--- src/rtl/sift_pkg.sv ---
// sift_pkg: shared constants and types for the SIFT front-end stages.
//   GRAD_BIT_DEPTH    - signed gradient sample width
//   IMG_WIDTH/HEIGHT  - default frame geometry
//   BRAM_READ_LATENCY - read latency of the gradient BRAMs (output register on)
//   grad_beat_t       - one (addr, x, y, last) gradient beat at default geometry
//   rd_state_e        - gradient_bram_reader sequencer states
package sift_pkg;

    localparam int GRAD_BIT_DEPTH    = 8;
    localparam int IMG_WIDTH         = 64;
    localparam int IMG_HEIGHT        = 64;
    localparam int BRAM_READ_LATENCY = 2;
    localparam int IMG_ADDR_W        = $clog2(IMG_WIDTH * IMG_HEIGHT);

    typedef struct packed {
        logic [IMG_ADDR_W-1:0]     addr;
        logic [GRAD_BIT_DEPTH-1:0] x;
        logic [GRAD_BIT_DEPTH-1:0] y;
        logic                      last;
    } grad_beat_t;

    typedef enum logic [1:0] {
        RD_IDLE  = 2'd0,
        RD_READ  = 2'd1,
        RD_DRAIN = 2'd2,
        RD_DONE  = 2'd3
    } rd_state_e;

endpackage

--- src/rtl/sync_fifo.sv ---
// sync_fifo: single-clock FIFO with synchronous active-high reset.
//   clk_in, rst_in   - clock and synchronous reset (clears pointers and count)
//   push, wr_data    - write strobe and data (ignored when full unless popping)
//   pop, rd_data     - read strobe and head data (rd_data is the current head)
//   count            - number of stored entries, 0..DEPTH
//   empty, full      - occupancy flags
// DEPTH must be a power of two so the pointers wrap naturally.
module sync_fifo #(
    parameter int WIDTH = 8,
    parameter int DEPTH = 4
) (
    input  logic                   clk_in,
    input  logic                   rst_in,
    input  logic                   push,
    input  logic [WIDTH-1:0]       wr_data,
    input  logic                   pop,
    output logic [WIDTH-1:0]       rd_data,
    output logic [$clog2(DEPTH):0] count,
    output logic                   empty,
    output logic                   full
);

    localparam int PW = $clog2(DEPTH);

    logic [WIDTH-1:0] mem_q [DEPTH];
    logic [WIDTH-1:0] mem_d [DEPTH];
    logic [PW-1:0]    wr_ptr_q, wr_ptr_d;
    logic [PW-1:0]    rd_ptr_q, rd_ptr_d;
    logic [PW:0]      count_q, count_d;
    logic             do_push, do_pop;

    assign empty   = (count_q == '0);
    assign full    = count_q[PW];
    assign do_pop  = pop && !empty;
    assign do_push = push && (!full || do_pop);
    assign rd_data = mem_q[rd_ptr_q];
    assign count   = count_q;

    always_comb begin
        mem_d    = mem_q;
        wr_ptr_d = wr_ptr_q;
        rd_ptr_d = rd_ptr_q;
        count_d  = count_q;
        if (do_push) begin
            mem_d[wr_ptr_q] = wr_data;
            wr_ptr_d        = wr_ptr_q + 1'b1;
        end
        if (do_pop) begin
            rd_ptr_d = rd_ptr_q + 1'b1;
        end
        case ({do_push, do_pop})
            2'b10:   count_d = count_q + 1'b1;
            2'b01:   count_d = count_q - 1'b1;
            default: count_d = count_q;
        endcase
    end

    always_ff @(posedge clk_in) begin
        if (rst_in) begin
            wr_ptr_q <= '0;
            rd_ptr_q <= '0;
            count_q  <= '0;
        end else begin
            wr_ptr_q <= wr_ptr_d;
            rd_ptr_q <= rd_ptr_d;
            count_q  <= count_d;
        end
        // Storage is never reset; only entries below count_q are ever observed.
        mem_q <= mem_d;
    end

endmodule

--- src/rtl/gradient_bram_reader.sv ---
// gradient_bram_reader: drains the x/y gradient BRAMs as one valid/ready stream
// of (addr, x, y, last) beats after a start pulse.
//   clk_in, rst_in        - clock, synchronous active-high reset
//   start_in              - one-cycle pulse starting a full-frame drain (IDLE only)
//   read_addr/_valid      - shared address and enable for both gradient BRAMs
//   x_pixel_in/y_pixel_in - BRAM read data, valid BRAM_READ_LATENCY cycles after issue
//   out_valid/out_ready   - output handshake; out_* held while stalled
//   out_addr/x/y/last     - beat payload; last marks pixel WIDTH*HEIGHT-1
//   busy_out, done_out    - frame in progress; one-cycle completion pulse
// Build option GRADIENT_BORDER_ZERO_EN: beats on the image border carry x=y=0.
//
// state    | meaning
// RD_IDLE  | waiting for start_in
// RD_READ  | issuing reads, credit-limited by FIFO occupancy plus in-flight reads
// RD_DRAIN | all reads issued; waiting for BRAM pipe and FIFO to empty
// RD_DONE  | one-cycle done_out pulse
module gradient_bram_reader
    import sift_pkg::*;
#(
    parameter int BIT_DEPTH  = GRAD_BIT_DEPTH,
    parameter int WIDTH      = IMG_WIDTH,
    parameter int HEIGHT     = IMG_HEIGHT,
    parameter int FIFO_DEPTH = 4
) (
    input  logic                              clk_in,
    input  logic                              rst_in,
    input  logic                              start_in,
    output logic [$clog2(WIDTH*HEIGHT)-1:0]   read_addr,
    output logic                              read_addr_valid,
    input  logic [BIT_DEPTH-1:0]              x_pixel_in,
    input  logic [BIT_DEPTH-1:0]              y_pixel_in,
    output logic                              out_valid,
    input  logic                              out_ready,
    output logic [$clog2(WIDTH*HEIGHT)-1:0]   out_addr,
    output logic [BIT_DEPTH-1:0]              out_x,
    output logic [BIT_DEPTH-1:0]              out_y,
    output logic                              out_last,
    output logic                              busy_out,
    output logic                              done_out
);

    localparam int N   = WIDTH * HEIGHT;
    localparam int AW  = $clog2(N);
    localparam int LAT = BRAM_READ_LATENCY;
    localparam int IW  = $clog2(LAT + 1);
    localparam int CW  = $clog2(FIFO_DEPTH) + 1;
    localparam int OW  = CW + 1;
    localparam logic [AW-1:0] LAST_ADDR = AW'(N - 1);

    typedef struct packed {
        logic [AW-1:0]        addr;
        logic [BIT_DEPTH-1:0] x;
        logic [BIT_DEPTH-1:0] y;
        logic                 last;
    } beat_t;

    rd_state_e     state_q, state_d;
    logic [AW-1:0] issue_addr_q, issue_addr_d;
    logic [LAT-1:0] pipe_v_q, pipe_v_d;
    logic [AW-1:0] pipe_a_q [LAT];
    logic [AW-1:0] pipe_a_d [LAT];

    logic [IW-1:0] inflight;
    logic [OW-1:0] occupancy;
    logic [CW-1:0] fifo_count;
    logic          fifo_empty, fifo_full;
    logic          issue, push, pop, drain_done;
    logic [AW-1:0] cap_addr;
    logic [BIT_DEPTH-1:0] cap_x, cap_y;
    beat_t         push_beat, head_beat;

    // Reads in the BRAM pipe already own a FIFO slot, so the pipe never stalls.
    always_comb begin
        inflight = '0;
        for (int i = 0; i < LAT; i++) begin
            inflight = inflight + IW'(pipe_v_q[i]);
        end
    end

    assign occupancy  = OW'(fifo_count) + OW'(inflight);
    assign pop        = out_valid && out_ready;
    assign push       = pipe_v_q[LAT-1];
    assign cap_addr   = pipe_a_q[LAT-1];
    // Leave DRAIN in the cycle the final beat is accepted so done follows it directly.
    assign drain_done = (inflight == '0) &&
                        (fifo_empty || ((fifo_count == CW'(1)) && pop));

    always_comb begin
        state_d      = state_q;
        issue_addr_d = issue_addr_q;
        issue        = 1'b0;
        case (state_q)
            RD_IDLE: begin
                if (start_in) begin
                    state_d      = RD_READ;
                    issue_addr_d = '0;
                end
            end
            RD_READ: begin
                if ((occupancy < OW'(FIFO_DEPTH)) && !fifo_full) begin
                    issue = 1'b1;
                    if (issue_addr_q == LAST_ADDR) begin
                        state_d      = RD_DRAIN;
                        issue_addr_d = '0;
                    end else begin
                        issue_addr_d = issue_addr_q + 1'b1;
                    end
                end
            end
            RD_DRAIN: begin
                if (drain_done) begin
                    state_d = RD_DONE;
                end
            end
            RD_DONE: begin
                state_d = RD_IDLE;
            end
            default: begin
                state_d = RD_IDLE;
            end
        endcase
    end

    always_comb begin
        pipe_v_d    = {pipe_v_q[LAT-2:0], issue};
        pipe_a_d    = pipe_a_q;
        pipe_a_d[0] = issue_addr_q;
        for (int i = 1; i < LAT; i++) begin
            pipe_a_d[i] = pipe_a_q[i-1];
        end
    end

`ifdef GRADIENT_BORDER_ZERO_EN
    logic [AW-1:0] cap_col, cap_row;
    logic          on_border;

    always_comb begin
        cap_col   = cap_addr % AW'(WIDTH);
        cap_row   = cap_addr / AW'(WIDTH);
        on_border = (cap_col == '0) || (cap_col == AW'(WIDTH - 1)) ||
                    (cap_row == '0) || (cap_row == AW'(HEIGHT - 1));
        cap_x     = on_border ? '0 : x_pixel_in;
        cap_y     = on_border ? '0 : y_pixel_in;
    end
`else
    assign cap_x = x_pixel_in;
    assign cap_y = y_pixel_in;
`endif

    assign push_beat = '{addr: cap_addr, x: cap_x, y: cap_y, last: (cap_addr == LAST_ADDR)};

    always_ff @(posedge clk_in) begin
        if (rst_in) begin
            state_q      <= RD_IDLE;
            issue_addr_q <= '0;
            pipe_v_q     <= '0;
            for (int i = 0; i < LAT; i++) begin
                pipe_a_q[i] <= '0;
            end
        end else begin
            state_q      <= state_d;
            issue_addr_q <= issue_addr_d;
            pipe_v_q     <= pipe_v_d;
            pipe_a_q     <= pipe_a_d;
        end
    end

    sync_fifo #(
        .WIDTH ($bits(beat_t)),
        .DEPTH (FIFO_DEPTH)
    ) u_fifo (
        .clk_in  (clk_in),
        .rst_in  (rst_in),
        .push    (push),
        .wr_data (push_beat),
        .pop     (pop),
        .rd_data (head_beat),
        .count   (fifo_count),
        .empty   (fifo_empty),
        .full    (fifo_full)
    );

    assign read_addr       = issue_addr_q;
    assign read_addr_valid = issue;
    assign out_valid       = !fifo_empty;
    // Unwritten FIFO storage is never exposed: payload reads as zero when empty.
    assign out_addr        = out_valid ? head_beat.addr : '0;
    assign out_x           = out_valid ? head_beat.x    : '0;
    assign out_y           = out_valid ? head_beat.y    : '0;
    assign out_last        = out_valid && head_beat.last;
    assign busy_out        = (state_q != RD_IDLE);
    assign done_out        = (state_q == RD_DONE);

endmodule

--- config.mk ---
export PLATFORM = sky130hd
export DESIGN_NAME = gradient_bram_reader
export DESIGN_NICKNAME = d
export VERILOG_FILES = /design/src/rtl/sift_pkg.sv /design/src/rtl/sync_fifo.sv /design/src/rtl/gradient_bram_reader.sv
export SDC_FILE = /design/constraint.sdc
export NUM_CORES = 1
export LEC_CHECK = 0
export ABC_AREA = 1
export CAP_MARGIN = 20
export CORE_UTILIZATION = 40
export CTS_BUF_LIST = sky130_fd_sc_hd__clkbuf_2
export DETAILED_ROUTE_END_ITERATION = 7
export MAX_ROUTING_LAYER = met4
export PLACE_DENSITY_LB_ADDON = 0.08
export SLEW_MARGIN = 10
export SYNTH_ARGS = -nofsm -noshare
export SYNTH_HDL_FRONTEND = slang
export SYNTH_HIERARCHICAL = 1
export SYNTH_SLANG_ARGS = --single-unit
--- constraint.sdc ---
create_clock -name clk_in -period 2.6 [get_ports clk_in]
set_input_delay 0.52 -clock clk_in [delete_from_list [all_inputs] [get_ports clk_in]]
set_output_delay 0.52 -clock clk_in [all_outputs]
set_load 0.005 [all_outputs]
# Word level (Yosys, flattened, before mapping)
# Cells that the tools add are included.
# W data, S select, Z words.
[totals] output_inout_bits=45 regBits=163 word_cells=78 in_bits=20
[classes] addsub=7 mux=21 n_bitwise=2 n_reduce_logical=20 eq_ne=12 magnitude_cmp=4
[ops] cell="$bwmux W116" count=1
[ops] cell="$mux W29" count=3
[ops] cell="$bmux W29 S2" count=1
[ops] cell="$demux W29 S2" count=1
[ops] cell="$mux W12" count=4
[ops] cell="$eq A12 B12 Y1 const B" count=2
[ops] cell="$pmux W12 S2" count=1
[ops] cell="$mux W8" count=2
[ops] cell="$add A12 B1 Y12 const B" count=1
[ops] cell="$logic_and A1 B1 Y1" count=8
[ops] cell="$mux W2" count=4
[ops] cell="$ne A2 B2 Y1 const B" count=4
[ops] cell="$pmux W2 S4" count=1
[ops] cell="$eq A2 B2 Y1 const B" count=3
[ops] cell="$ge A3 B3 Y1 const B" count=2
[ops] cell="$not A2 Y3" count=2
[ops] cell="$pmux W3 S2" count=1
[ops] cell="$reduce_bool A2 Y1" count=3
[ops] cell="$add A2 B1 Y2 const B" count=2
[ops] cell="$add A3 B2 Y4" count=1
[ops] cell="$eq A2 B1 Y1 const B" count=2
[ops] cell="$logic_not A2 Y1" count=2
[ops] cell="$lt A4 B3 Y1 const B" count=1
[ops] cell="$reduce_and A4 Y1" count=1
[ops] cell="other kinds (10)" count=13

# Depth between registers and ports, before layout
[depth] ltp_word=8 depth_mapped=16 depth_no_buf=15

# Cells and area by module
# Netlist, hierarchy kept.
[by_module_without_submodules] mod="sync_fifo" area_per_inst_um2=4733.3 n_inst=1 cells_per_inst=347 seq_area_each_um2=3623.5
[by_module_without_submodules] mod="gradient_bram_reader" area_per_inst_um2=2001.9 n_inst=1 cells_per_inst=289 seq_area_each_um2=800.8

# Least setup slack after synthesis
# Ideal clock, no wire load.
[synth_timing] path_kind="flip-flop to flip-flop" startpoint="register u_fifo.count_q[1] (netlist: u_fifo/count[1])" endpoint="register u_fifo/mem_q[0] (netlist name), enable pin" stages_incl_launch_ff=8 required_time_ps=2185 n_path_buf=1 setup_slack_ps=-223 synth_period_minus_slack_ps=2823 setup_time_ps=415 t_arrival_ps=2408 path_cell_list="dfxtp_1 > inv_1 > nand2_1 > inv_1 > clkbuf_1 > nor2_1 > o21ai_2 > nor2_1"
[synth_between] elab_chain_len=6
[synth_rtl] element="start, declared" line_no="sync_fifo.sv:29" rtl="logic [PW:0] count_q, count_d;"
[synth_rtl] element="start signal, assigned" line_no="sync_fifo.sv:66" rtl="count_q <= count_d;"
[synth_rtl] element="$logic_not A3 Y1" line_no="sync_fifo.sv:32" rtl="assign empty = (count_q == '0);"
[synth_rtl] element="named net fifo_empty" line_no="gradient_bram_reader.sv:66" rtl="logic fifo_empty, fifo_full;"
[synth_rtl] element="$logic_not A1 Y1" line_no="gradient_bram_reader.sv:185" rtl="assign out_valid = !fifo_empty;"
[synth_rtl] element="$logic_and A1 B1 Y1" line_no="gradient_bram_reader.sv:81" rtl="assign pop = out_valid && out_ready;"
[synth_rtl] element="named net pop" line_no="gradient_bram_reader.sv:67" rtl="logic issue, push, pop, drain_done;"
[synth_rtl] element="$logic_and A1 B1 Y1" line_no="sync_fifo.sv:34" rtl="assign do_pop = pop && !empty;"
[synth_rtl] element="$logic_or A1 B1 Y1" line_no="sync_fifo.sv:35" rtl="assign do_push = push && (!full || do_pop);"
[synth_rtl] element="$logic_and A1 B1 Y1" line_no="sync_fifo.sv:35"
[synth_rtl] element="end signal, assigned" line_no="sync_fifo.sv:69" rtl="mem_q <= mem_d;"
[synth_rtl] element="end, declared" line_no="sync_fifo.sv:25" rtl="logic [WIDTH-1:0] mem_q [DEPTH];"
# The timed path passes the listed nets, and every way through them passes these cells.
# A chain may end at the register's enable or synchronous reset.

==> results.md <==
Status:
- The flow ran to the end, and the final reports show no timing, DRC or antenna violations.

Synthesis:
- After synthesis, the cell types taking the most area are sky130_fd_sc_hd__edfxtp_1, sky130_fd_sc_hd__dfxtp_1, sky130_fd_sc_hd__nor2_1.
- The Yosys step of the flow raised 6 warnings.
- The cell area after synthesis is 6740 µm².
- The number of flip-flops and latches in the synthesized netlist is 163.
- The fraction of post-synthesis cell area in the top cell type by area is 0.517.
- By area, the combinational part of the netlist is dominated by simple AND/OR/NAND/NOR gates.
- The share of the synthesized area in compound gates (AO/OA/AOI/OAI) is 0.0897.
- The register area share after synthesis is 0.657.
- Of the total synthesized cell area, the portion taken by AND, OR, NAND and NOR gates is 0.133.
- After synthesis, the share of cell area in mux cells is 0.
- The xor and xnor fraction of the mapped netlist area is 0.00390.
- The leading area contributor after synthesis is sky130_fd_sc_hd__edfxtp_1.
- The adder-cell area share of the yosys netlist is 0.0290.
- The mean area per synthesized cell is 10.6 µm².
- The count of cell types in the netlist is 35.
- Counting every net in the synthesized netlist gives 671.
- In the synthesized netlist, the number of instances is 636.

Setup path:
- The top cell family by delay on the critical path is buffers and inverters.
- The signal on the critical path passes through buf_12, buf_8, buf_16, o21ai_2, o22ai_1, inv_1, nor2_1, buf_2.
- The maximum net fanout on the critical path is 8.
- The slowest library cell on the worst path is sky130_fd_sc_hd__dfxtp_4.
- Data on the critical path is required at its endpoint by 2.08 ns.
- The startpoint type of the worst setup path is a register.
- For the worst setup path, the data arrival time is 2.04 ns.
- The longest individual stage delay on the worst path is 0.52 ns.
- STA classifies the critical path endpoint as an output port.
- The critical path contains buffers and inverters numbering 5 combined.
- The classification of the worst setup path is reg -> out.

Timing:
- For the pin with the worst max-slew slack, the measured transition is 0.490 ns.
- Setup total negative slack on the finished layout was measured at 0 ns.
- The final max-slew violation count is 0.
- The final count of hold timing violations is 0.
- Measured against its own limit, the worst slew margin works out to 0.673.
- The count of endpoints failing setup in the final report is 0.
- On the final layout, the worst clock skew is 0.0354 ns.
- Of the available clock period, the critical path in the final layout requires 0.983.
- Based on the critical path, the design can be clocked at up to 391 MHz.
- Final hold analysis gives a worst-case slack of 0.401 ns.
- Counting I/O delays and the setup requirement, the final critical path takes 2.56 ns.
- Setup repair after global routing could not meet its margin everywhere.

Detailed routing:
- The first detailed-routing pass took 5 iterations.
- The starting DRC count in detailed routing is 240.
- In the routed design, unresolved DRC markers number 0.
- The average wire per cell in the routed design is 15.2 µm.
- After detailed routing, the total wire length is 14700 µm.
- Dividing the detail-routed via count by the number of cells gives 4.79.
- In this run the remaining antenna-violating nets after routing total 0.
- Detailed routing inserted a total of 4627 vias.

Layout:
- The ratio of cells with drive above 1 in the final layout is 0.256.
- The total of fill cells in the finished design is 1481.
- The post-layout instance count excluding filler cells is 966.
- The synthesis-to-layout area growth is 25.4%.
- The net total in the final layout is 767.

Power:
- The net switching power of the design is 1390 µW.
- The share of total power dissipated in sequential elements is 0.549.
- The clock network fraction of design power is 0.270.
- The net switching share of the total power is 0.261.
- The design internal power is 3920 µW.
- For this design the static power due to leakage is 0.00330 µW.
- For this design the ratio of total power to cell area is 629 nW/µm².
- The combinational share of power is 0.181.
- The worst supply voltage drop on vdd is 0.300 mV.

GRT:
- The number of global-route vias before repair came to 4468.
- The pin count of the biggest net entering global routing is 30.
- The first global-routing pass estimated 23400 µm of wire.
- The number of antenna violations at the first check in global routing came to 1.
- The global-route usage over all layers is 0.184.
- Summed over all layers, the global routing overflow is 0.

Place:
- The final weighted congestion of routability-driven global placement is 0.801.
- The HPWL reported at the end of detailed placement is 8170 µm.
- The count of port buffers added during placement is 64.
- After detailed placement, the design holds a cell count of 897.

Floorplanning:
- The core area is 16500 µm².
- The die width is 132 µm.
- For this configuration, the core starts out at a cell density of 0.408.
- The number of top-level pins is 65.
- The floorplan has 47 rows.
- The chip height is 132 µm.
- The die footprint is 17400 µm².

Clocking:
- Clock-pin slew was measured on the worst setup and hold paths at 0.19 ns.
- Counting the buffers created by CTS gives 17.
- In this run the number of H-tree levels came out at 4.
- The number of buffers on the longest clock path is 2.
- The later-pin clock latency in the skew report is 0.72 ns.
- The TritonCTS sink count is 163.
- CTS placed an instance of sky130_fd_sc_hd__clkbuf_2 at the clock tree root.
- TritonCTS built the clock tree.

Min path:
- The tightest min-delay check is of the reg -> reg type.

Run:
- The number of violations of the max-capacitance limit is 0.
cell families after synthesis:
group	Yosys count
AOI/OAI and AO/OA	109
xor gates and xnor gates	3
adders and majority gates	15
buffers and inverters	130
DFF	163
and+or+nand+nor	216
area by class of cell:
class                   count  area (µm²)  area share
repair buffers            115        1200       0.142
well taps                 220         275      0.0326
flip-flops and latches    163        4440       0.525
diodes                      1        2.50    0.000296
repair inverters            1        6.26    0.000741
multi-input cells         343        1920       0.227
inverters                  91         352      0.0416
clock inverters             8         135      0.0160
clock buffers              24         120      0.0142
Yosys cell counts (all sizes together):
| master | instances |
|---|---|
| clkbuf | 12 |
| inv | 91 |
| o21ai | 69 |
| xor2 | 3 |
| buf | 27 |
| nand2 | 43 |
| fa | 1 |
| ha | 14 |
| nand3 | 13 |
| or2 | 1 |
| o22ai | 31 |
| edfxtp | 116 |
| nor3 | 8 |
| nand4 | 6 |
| nand3b | 1 |
| nor2 | 144 |
| dfxtp | 47 |
| a21boi | 1 |
| a22oi | 1 |
| a21oi | 7 |
per-stage QoR:
| step | setup slack, ns | instance area, µm² | util | total power (µW) |
|---|---|---|---|---|
| after floorplan | -0.223 | 6740 | - | 3480 |
| after global placement | 0.134 | 7610 | 0.461 | 3850 |
| after detailed placement | 0.0793 | 7610 | 0.461 | 3860 |
| after CTS | -0.0953 | 8310 | 0.503 | 5340 |
| after global routing | -0.123 | 8450 | 0.511 | 5560 |
| final | 0.0432 | 8450 | 0.511 | 5310 |
path summary, 6_finish.rpt:
kind | from | to | slack [ns] | depth (start not counted)
worst max register to register | u_fifo/count[1] | u_fifo/count[2] | 0.44 | 14
worst min-delay path | pipe_a_d[4] | cap_addr[4] | 0.40 | 2
worst max-delay path | u_fifo/rd_ptr_q[0] | out_addr[7] | 0.04 | 8
worst min register to register | pipe_a_d[4] | cap_addr[4] | 0.40 | 2
placed cells by master (no fill, tap or decap), types with 25 or more instances in the layout:
cell type / n
sky130_fd_sc_hd__clkdlybuf4s50_1: 33
sky130_fd_sc_hd__dfxtp_1: 38
sky130_fd_sc_hd__inv_1: 84
sky130_fd_sc_hd__edfxtp_1: 116
sky130_fd_sc_hd__o22ai_1: 26
sky130_fd_sc_hd__buf_2: 29
sky130_fd_sc_hd__nand2_1: 41
sky130_fd_sc_hd__clkbuf_2: 25
sky130_fd_sc_hd__nor2_1: 118
sky130_fd_sc_hd__o21ai_1: 27
power groups by stage:
stage | Combinational [µW] | Sequential [µW] | Clock, µW
2_1_floorplan | 523 | 2960 | 0
3_3_place_gp | 883 | 2970 | 0
3_5_place_dp | 896 | 2970 | 0
4_1_cts | 945 | 2910 | 1480
5_1_grt | 1060 | 2930 | 1570
6_report | 959 | 2920 | 1430
metal layers:
layer | GRT usage | wire length (µm)
met5 | - | 0
met4 | 0.0762 | 277
met3 | 0.0404 | 670
met2 | 0.307 | 7400
met1 | 0.214 | 6330
tightest hold or removal path, stage by stage (launching register included):
cell,delay [ns]
sky130_fd_sc_hd__dfxtp_1,0.33
sky130_fd_sc_hd__inv_1,0.04
sky130_fd_sc_hd__nor2_1,0.03
timing repair:
item | CTS | global route
gates resized for setup | 191 | 73
pin swaps | 48 | 51
setup endpoints to repair | 32 | 30
buffers inserted | 28 | 3
hold buffers | 0 | 0
cloned | 7 | 1
registers in the layout, summed over array words and instances, names as in the netlist:
| name | flops |
|---|---|
| cap_addr | 12 |
| pipe_a_d | 12 |
| u_fifo/count | 3 |
| pipe_v_q | 2 |
| state_q | 2 |
| u_fifo/mem_q | 116 |
| read_addr | 12 |
| u_fifo/rd_ptr_q | 2 |
| u_fifo/wr_ptr_q | 2 |
Power figures use the tool's default switching activity.
